--- src/rtl/alu_isa_pkg.sv ---
// Shared ALU instruction-set definitions: opcodes, instruction field positions,
// issue FSM states and opcode classification helpers.
package alu_isa_pkg;

  localparam int DATA_W  = 8;
  localparam int REG_W   = 3;
  localparam int INSTR_W = 16;

  localparam logic [3:0] OP_AND = 4'b0000;
  localparam logic [3:0] OP_OR  = 4'b0001;
  localparam logic [3:0] OP_ADD = 4'b0010;
  localparam logic [3:0] OP_LS  = 4'b0011;
  localparam logic [3:0] OP_SRS = 4'b0100;
  localparam logic [3:0] OP_URS = 4'b0101;
  localparam logic [3:0] OP_SUB = 4'b0110;
  localparam logic [3:0] OP_SLT = 4'b0111;
  localparam logic [3:0] OP_RRO = 4'b1000;
  localparam logic [3:0] OP_LRO = 4'b1001;
  localparam logic [3:0] OP_NOT = 4'b1111;

  localparam int OPC_HI = 15;
  localparam int OPC_LO = 12;
  localparam int RD_HI  = 11;
  localparam int RD_LO  = 9;
  localparam int RS_HI  = 8;
  localparam int RS_LO  = 6;
  localparam int RT_HI  = 5;
  localparam int RT_LO  = 3;
  localparam int SH_HI  = 4;
  localparam int SH_LO  = 0;

  typedef enum logic [2:0] {
    ST_IDLE,
    ST_READ,
    ST_EXEC,
    ST_WB,
    ST_ILL
  } state_t;

  function automatic logic is_shift_op(input logic [3:0] op);
    return (op == OP_LS) || (op == OP_SRS) || (op == OP_URS) ||
           (op == OP_RRO) || (op == OP_LRO);
  endfunction

  function automatic logic is_legal_op(input logic [3:0] op);
    return (op <= OP_LRO) || (op == OP_NOT);
  endfunction

endpackage

--- src/rtl/alu_instr_decode.sv ---
// Combinational field extraction and classification of one ALU instruction.
module alu_instr_decode
  import alu_isa_pkg::*;
(
  input  logic [INSTR_W-1:0] instr,
  output logic [3:0]         opcode,
  output logic [REG_W-1:0]   rd,
  output logic [REG_W-1:0]   rs,
  output logic [REG_W-1:0]   rt,
  output logic [4:0]         shamt,
  output logic               use_rt,
  output logic               legal
);

  logic shift_op;

  always_comb begin
    opcode   = instr[OPC_HI:OPC_LO];
    rd       = instr[RD_HI:RD_LO];
    rs       = instr[RS_HI:RS_LO];
    rt       = instr[RT_HI:RT_LO];
    shift_op = is_shift_op(opcode);
    // shamt overlaps rt; only one of the two is meaningful for a given opcode
    shamt    = shift_op ? instr[SH_HI:SH_LO] : 5'd0;
    use_rt   = !shift_op;
    legal    = is_legal_op(opcode);
  end

endmodule

--- src/rtl/alu_issue_ctrl.sv ---
// Multi-cycle issue controller: accept one instruction, read operands, drive the
// ALU, capture its result/flags and write the result back to the register file.
module alu_issue_ctrl
  import alu_isa_pkg::*;
(
  input  logic                clk,
  input  logic                rst_n,
  input  logic                instr_valid,
  input  logic [INSTR_W-1:0]  instr,
  output logic                instr_ready,
  output logic                busy,
  output logic                done,
  output logic                illegal,
  output logic [3:0]          flags,
  output logic [REG_W-1:0]    rf_raddr_a,
  output logic [REG_W-1:0]    rf_raddr_b,
  input  logic [DATA_W-1:0]   rf_rdata_a,
  input  logic [DATA_W-1:0]   rf_rdata_b,
  output logic                rf_we,
  output logic [REG_W-1:0]    rf_waddr,
  output logic [DATA_W-1:0]   rf_wdata,
  output logic [DATA_W-1:0]   alu_ina,
  output logic [DATA_W-1:0]   alu_inb,
  output logic [3:0]          alu_op,
  output logic [4:0]          alu_shamt,
  input  logic [DATA_W-1:0]   alu_out,
  input  logic                alu_cr,
  input  logic                alu_ov,
  input  logic                alu_ng,
  input  logic                alu_zr
);

  logic [3:0]        dec_opcode;
  logic [REG_W-1:0]  dec_rd;
  logic [REG_W-1:0]  dec_rs;
  logic [REG_W-1:0]  dec_rt;
  logic [4:0]        dec_shamt;
  logic              dec_use_rt;
  logic              dec_legal;

  alu_instr_decode u_decode (
    .instr  (instr),
    .opcode (dec_opcode),
    .rd     (dec_rd),
    .rs     (dec_rs),
    .rt     (dec_rt),
    .shamt  (dec_shamt),
    .use_rt (dec_use_rt),
    .legal  (dec_legal)
  );

  state_t            state_q,  state_d;
  logic [3:0]        op_q,     op_d;
  logic [REG_W-1:0]  rd_q,     rd_d;
  logic [REG_W-1:0]  rs_q,     rs_d;
  logic [REG_W-1:0]  rt_q,     rt_d;
  logic [4:0]        shamt_q,  shamt_d;
  logic              use_rt_q, use_rt_d;
  logic [DATA_W-1:0] opa_q,    opa_d;
  logic [DATA_W-1:0] opb_q,    opb_d;
  logic [DATA_W-1:0] res_q,    res_d;
  logic [3:0]        aflags_q, aflags_d;
  logic [3:0]        flags_q,  flags_d;
  logic              ready_q,  ready_d;
  logic              done_q,   done_d;
  logic              ill_q,    ill_d;
  logic              we_q,     we_d;

  always_comb begin
    state_d  = state_q;
    op_d     = op_q;
    rd_d     = rd_q;
    rs_d     = rs_q;
    rt_d     = rt_q;
    shamt_d  = shamt_q;
    use_rt_d = use_rt_q;
    opa_d    = opa_q;
    opb_d    = opb_q;
    res_d    = res_q;
    aflags_d = aflags_q;
    flags_d  = flags_q;

    case (state_q)
      ST_IDLE: begin
        if (instr_valid && ready_q) begin
          op_d     = dec_opcode;
          rd_d     = dec_rd;
          rs_d     = dec_rs;
          rt_d     = dec_rt;
          shamt_d  = dec_shamt;
          use_rt_d = dec_use_rt;
          state_d  = dec_legal ? ST_READ : ST_ILL;
        end
      end
      ST_READ: begin
        opa_d   = rf_rdata_a;
        opb_d   = rf_rdata_b;
        state_d = ST_EXEC;
      end
      ST_EXEC: begin
        res_d    = alu_out;
        aflags_d = {alu_ng, alu_zr, alu_ov, alu_cr};
        state_d  = ST_WB;
      end
      ST_WB: begin
        flags_d = aflags_q;
        state_d = ST_IDLE;
      end
      ST_ILL: begin
        state_d = ST_IDLE;
      end
      default: begin
        state_d = ST_IDLE;
      end
    endcase

    // Status outputs are registered, so they are derived from the next state
    ready_d = (state_d == ST_IDLE);
    done_d  = (state_d == ST_WB) || (state_d == ST_ILL);
    ill_d   = (state_d == ST_ILL);
    we_d    = (state_d == ST_WB);
  end

  always_ff @(posedge clk or negedge rst_n) begin
    if (!rst_n) begin
      state_q  <= ST_IDLE;
      op_q     <= '0;
      rd_q     <= '0;
      rs_q     <= '0;
      rt_q     <= '0;
      shamt_q  <= '0;
      use_rt_q <= 1'b0;
      opa_q    <= '0;
      opb_q    <= '0;
      res_q    <= '0;
      aflags_q <= '0;
      flags_q  <= '0;
      ready_q  <= 1'b0;
      done_q   <= 1'b0;
      ill_q    <= 1'b0;
      we_q     <= 1'b0;
    end else begin
      state_q  <= state_d;
      op_q     <= op_d;
      rd_q     <= rd_d;
      rs_q     <= rs_d;
      rt_q     <= rt_d;
      shamt_q  <= shamt_d;
      use_rt_q <= use_rt_d;
      opa_q    <= opa_d;
      opb_q    <= opb_d;
      res_q    <= res_d;
      aflags_q <= aflags_d;
      flags_q  <= flags_d;
      ready_q  <= ready_d;
      done_q   <= done_d;
      ill_q    <= ill_d;
      we_q     <= we_d;
    end
  end

  assign instr_ready = ready_q;
  assign busy        = (state_q != ST_IDLE);
  assign done        = done_q;
  assign illegal     = ill_q;
  assign flags       = flags_q;
  assign rf_raddr_a  = rs_q;
  assign rf_raddr_b  = rt_q;
  assign rf_we       = we_q;
  assign rf_waddr    = rd_q;
  assign rf_wdata    = res_q;
  assign alu_ina     = opa_q;
  assign alu_inb     = use_rt_q ? opb_q : '0;
  assign alu_op      = op_q;
  assign alu_shamt   = shamt_q;

endmodule

--- config.mk ---
export PLATFORM = sky130hd
export DESIGN_NAME = alu_issue_ctrl
export DESIGN_NICKNAME = d
export VERILOG_FILES = /design/src/rtl/alu_isa_pkg.sv /design/src/rtl/alu_instr_decode.sv /design/src/rtl/alu_issue_ctrl.sv
export SDC_FILE = /design/constraint.sdc
export NUM_CORES = 1
export LEC_CHECK = 0
export ABC_CLOCK_PERIOD_IN_PS = 2100
export CAP_MARGIN = 20
export CELL_PAD_IN_SITES_DETAIL_PLACEMENT = 2
export CELL_PAD_IN_SITES_GLOBAL_PLACEMENT = 2
export CORE_UTILIZATION = 27
export DETAILED_ROUTE_END_ITERATION = 8
export HOLD_SLACK_MARGIN = 0.05
export PLACE_DENSITY = 0.86
export REMOVE_ABC_BUFFERS = 1
export SETUP_SLACK_MARGIN = 0.02
export SLEW_MARGIN = 20
export SYNTH_ARGS = -nofsm -noshare
export SYNTH_HDL_FRONTEND = slang
export SYNTH_SLANG_ARGS = --single-unit
--- constraint.sdc ---
create_clock -name clk -period 2.1 [get_ports clk]
set_input_delay 0.315 -clock clk [delete_from_list [all_inputs] [get_ports clk]]
set_output_delay 0.315 -clock clk [all_outputs]
set_load 0.05 [all_outputs]
==> load_flow_metrics.sql <==
INSERT INTO impl_metrics (metric_group, metric, value, unit) VALUES
('global_routing', 'maximum_number_of_pins_on_one_net_before_global_route_repair', '41', ''),
('logic_synthesis', 'synth_cells', '154', ''),
('detailed_routing', 'wl', '5.98', 'mm'),
('layout', 'layout.filler_cells', '832', ''),
('worst_setup_path', 'cp-end-kind', 'flip-flop', ''),
('power_and_ir_drop', 'leakage_component_of_the_power', '1.50', 'nW'),
('floorplan', 'placement_rows', '33', ''),
('detailed_routing', 'post_detailed_route_wirelength_per_cell', '16.1', 'um'),
('detailed_routing', 'vias_per_cell', '4.48', ''),
('logic_synthesis', 'synthesis.yosys.warnings', '0', ''),
('floorplan', 'design.core.area', '8180', 'um2'),
('floorplan', 'die_w', '93.6', 'um'),
('clock_tree', 'cts_max_level', '3', ''),
('worst_setup_path', 'start_kind', 'flip-flop', ''),
('power_and_ir_drop', 'p_per_area', '1930', 'nW/um2'),
('placement', 'placed_cell_area', '3360', 'um2'),
('placement', 'preCtsSetupSlack', '0.201', 'ns'),
('worst_setup_path', 'worstPathRequired', '2.31', 'ns'),
('global_routing', 'grt_overflow_total', '0', ''),
('timing', 'postLayoutSetupSlackWorst', '0.177', 'ns'),
('clock_tree', 'clkTransAtPathRegs', '0.07', 'ns'),
('floorplan', 'floorplan.initialDensity', '27.7', '%'),
('timing', 'achievable-frequency', '520', 'MHz'),
('placement', 'dp_hpwl', '4.35', 'mm'),
('layout', 'layout.cell_area.non_filler', '3550', 'um2'),
('placement', 'place.gp.congestion', '0.682', ''),
('detailed_routing', 'drtPass1Iterations', '4', ''),
('timing', 'setup_violations', '0', ''),
('clock_tree', 'cts_repair_resize_count', '0', ''),
('timing', 'setup_repair_after_global_routing_missed_its_margin', 'false', ''),
('worst_setup_path', 'timing.critical_path.cells', 'or3_1 > or2_1 > mux2_2', ''),
('logic_synthesis', 'synth_top_cells_by_area', 'dfrtp_1, mux2_2, and2_1', ''),
('detailed_routing', 'drtAntennaViolNets', '0', ''),
('timing', 'max-slew-margin-rel', '64.5', '%'),
('worst_setup_path', 'regToRegStartpoint', 'state_q[1]', ''),
('outcome', 'run_status', 'finished, final reports clean', ''),
('layout', 'n_antenna_cell', '0', ''),
('clock_tree', 'numCtsBuffers', '9', ''),
('layout', 'final_layout_size_suffix_gt1_share', '27.7', '%'),
('logic_synthesis', 'postSynthAreaPerCell', '14.7', 'um2'),
('worst_setup_path', 'worst-path-max-fanout', '14', ''),
('logic_synthesis', 'synth_largest_type_area_fraction', '64.0', '%'),
('logic_synthesis', 'yosysTopAreaCell', 'dfrtp_1', ''),
('detailed_routing', 'via_count', '1665', ''),
('global_routing', 'grtUsageTotal', '15.0', '%'),
('logic_synthesis', 'synth_cell_type_count', '24', ''),
('timing', 'fin_tns_setup', '0', 'ns'),
('timing', 'hold_viol', '0', ''),
('clock_tree', 'worstSkewPairLatency', '0.33', 'ns'),
('worst_setup_path', 'worst_ep_arrival_time', '2.13', 'ns'),
('clock_tree', 'cts_max_path_buffers', '2', ''),
('job', 'max_cap_violations', '0', ''),
('clock_tree', 'clock_sinks', '58', ''),
('logic_synthesis', 'synth.cell_area', '2270', 'um2'),
('global_routing', 'first_global_vias', '1902', ''),
('floorplan', 'total_i_o_pin_count', '98', ''),
('worst_setup_path', 'worst_r2r_endpoint', 'alu_op[0]', ''),
('worst_setup_path', 'cpPeakStageDelay', '0.56', 'ns'),
('timing', 'timing.final.crit_period', '1.92', 'ns'),
('clock_tree', 'cts.repair_timing.setup_buffer_count', '0', ''),
('floorplan', 'floorplan.die.height', '93.6', 'um'),
('worst_setup_path', 'timing.critical_path.slowest_stage_cell', 'or3_1', ''),
('worst_setup_path', 'worst-r2r-setup-slack', '0.18', 'ns'),
('clock_tree', 'library_cell_used_as_clock_root_buffer', 'clkbuf_8', ''),
('logic_synthesis', 'fraction_of_the_yosys_area_taken_by_sequential_cells', '64.0', '%'),
('power_and_ir_drop', 'design_power_total', '6.87', 'mW'),
('timing', 'drv_slew', '0', ''),
('clock_tree', 'cts_hold_buffers', '1', ''),
('hold_path', 'hold_path_class', 'input port to async pin', ''),
('worst_setup_path', 'path_class', 'flip-flop to flip-flop', ''),
('timing', 'timing.clock.skew', '0.0107', 'ns');
-- state kept, by name, summed over array words and instances (netlist names) --
name and cells:
rf_waddr 3, instr_ready 1, rf_raddr_b 3, rf_wdata 8
aflags_q 4, alu_ina 8, opb_q 8, use_rt_q 1
done 1, state_q 3, rf_we 1, alu_shamt 5
alu_op 4, illegal 1, flags 4, rf_raddr_a 3
-- synthesized netlist by cell type, drive strengths merged --
cell type	number
a21o	1
a21oi	1
and2	8
buf	5
dfrtp	58
inv	6
mux2	43
nand2	1
nand3	1
nand3b	1
nor2	4
nor3b	2
nor4bb	1
o211ai	1
o21ai	11
o21bai	1
o31ai	5
or2	2
or3	1
xor2	1
-- cell usage in the layout (no fill, tap or decap), drive strengths merged, types with 2 or more instances in the layout --
cell            n
clkdlybuf4s50  88
dfrtp          58
mux2           43
buf            14
clkbuf         12
o21ai          11
and2            8
inv             6
o31ai           5
nor2            4
nor3b           2
clkinv          2
or2             2
-- cells by family after synthesis --
logic type | count (synthesis) | share of synthesized area, %
flops | 58 | 64.0
mux | 43 | 21.4
simple gates | 21 | 6.29
compound gates | 20 | 5.30
buf+inv | 11 | 2.65
xor+xnor | 1 | 0.386
-- worst max-delay path: cells and delay by family (launching register included) --
| kind | cells | cell delay [ns] |
|---|---|---|
| DFF | 1 | 0.41 |
| muxes | 1 | 0.34 |
| and+or+nand+nor | 2 | 1.05 |
-- how the worst max path moves through the flow --
stage                     startpoint            to  slack (ns)  cells after the start
final                     state_q[1]     alu_op[0]        0.18                      3
after global routing      state_q[1]     alu_op[0]        0.09                      3
after CTS                   use_rt_q    alu_inb[7]        0.17                      2
after detailed placement  state_q[1]  alu_shamt[3]        0.20                      3
after global placement    state_q[1]     alu_op[3]        0.27                      3
after floorplan           state_q[1]     alu_op[0]        0.13                      3
-- per-stage QoR --
step	utilization, %	instances	hold slack [ns]
2_1_floorplan	-	149	0.0194
3_3_place_gp	41.1	356	0.293
3_5_place_dp	41.1	356	0.301
4_1_cts	43.4	372	0.471
5_1_grt	43.4	372	0.500
6_report	43.4	372	0.467
-- report_power, final --
group	switching (mW)	internal, mW
Clock	0.424	0.571
Sequential	0.272	1.66
Combinational	2.46	1.48
Total	3.16	3.71
-- cell type report --
class | instances | area, um2 | share of cell area, %
multi-input cells | 85 | 756 | 21.3
inverters | 6 | 22.5 | 0.634
well taps | 105 | 131 | 3.70
clock inverters | 3 | 40.0 | 1.13
clock buffers | 12 | 145 | 4.09
flip-flops and latches | 58 | 1450 | 40.9
repair buffers | 103 | 1010 | 28.3
-- metal layers --
layer | track usage, % | share of wire, % | vias up
li1 | - | - | 753
met1 | 16.2 | 38 | 853
met2 | 26.2 | 55 | 54
met3 | 6.34 | 6.8 | 5
met4 | 5.00 | 0.74 | 0
met5 | 0 | 0 | -
Power figures use the tool's default switching activity.
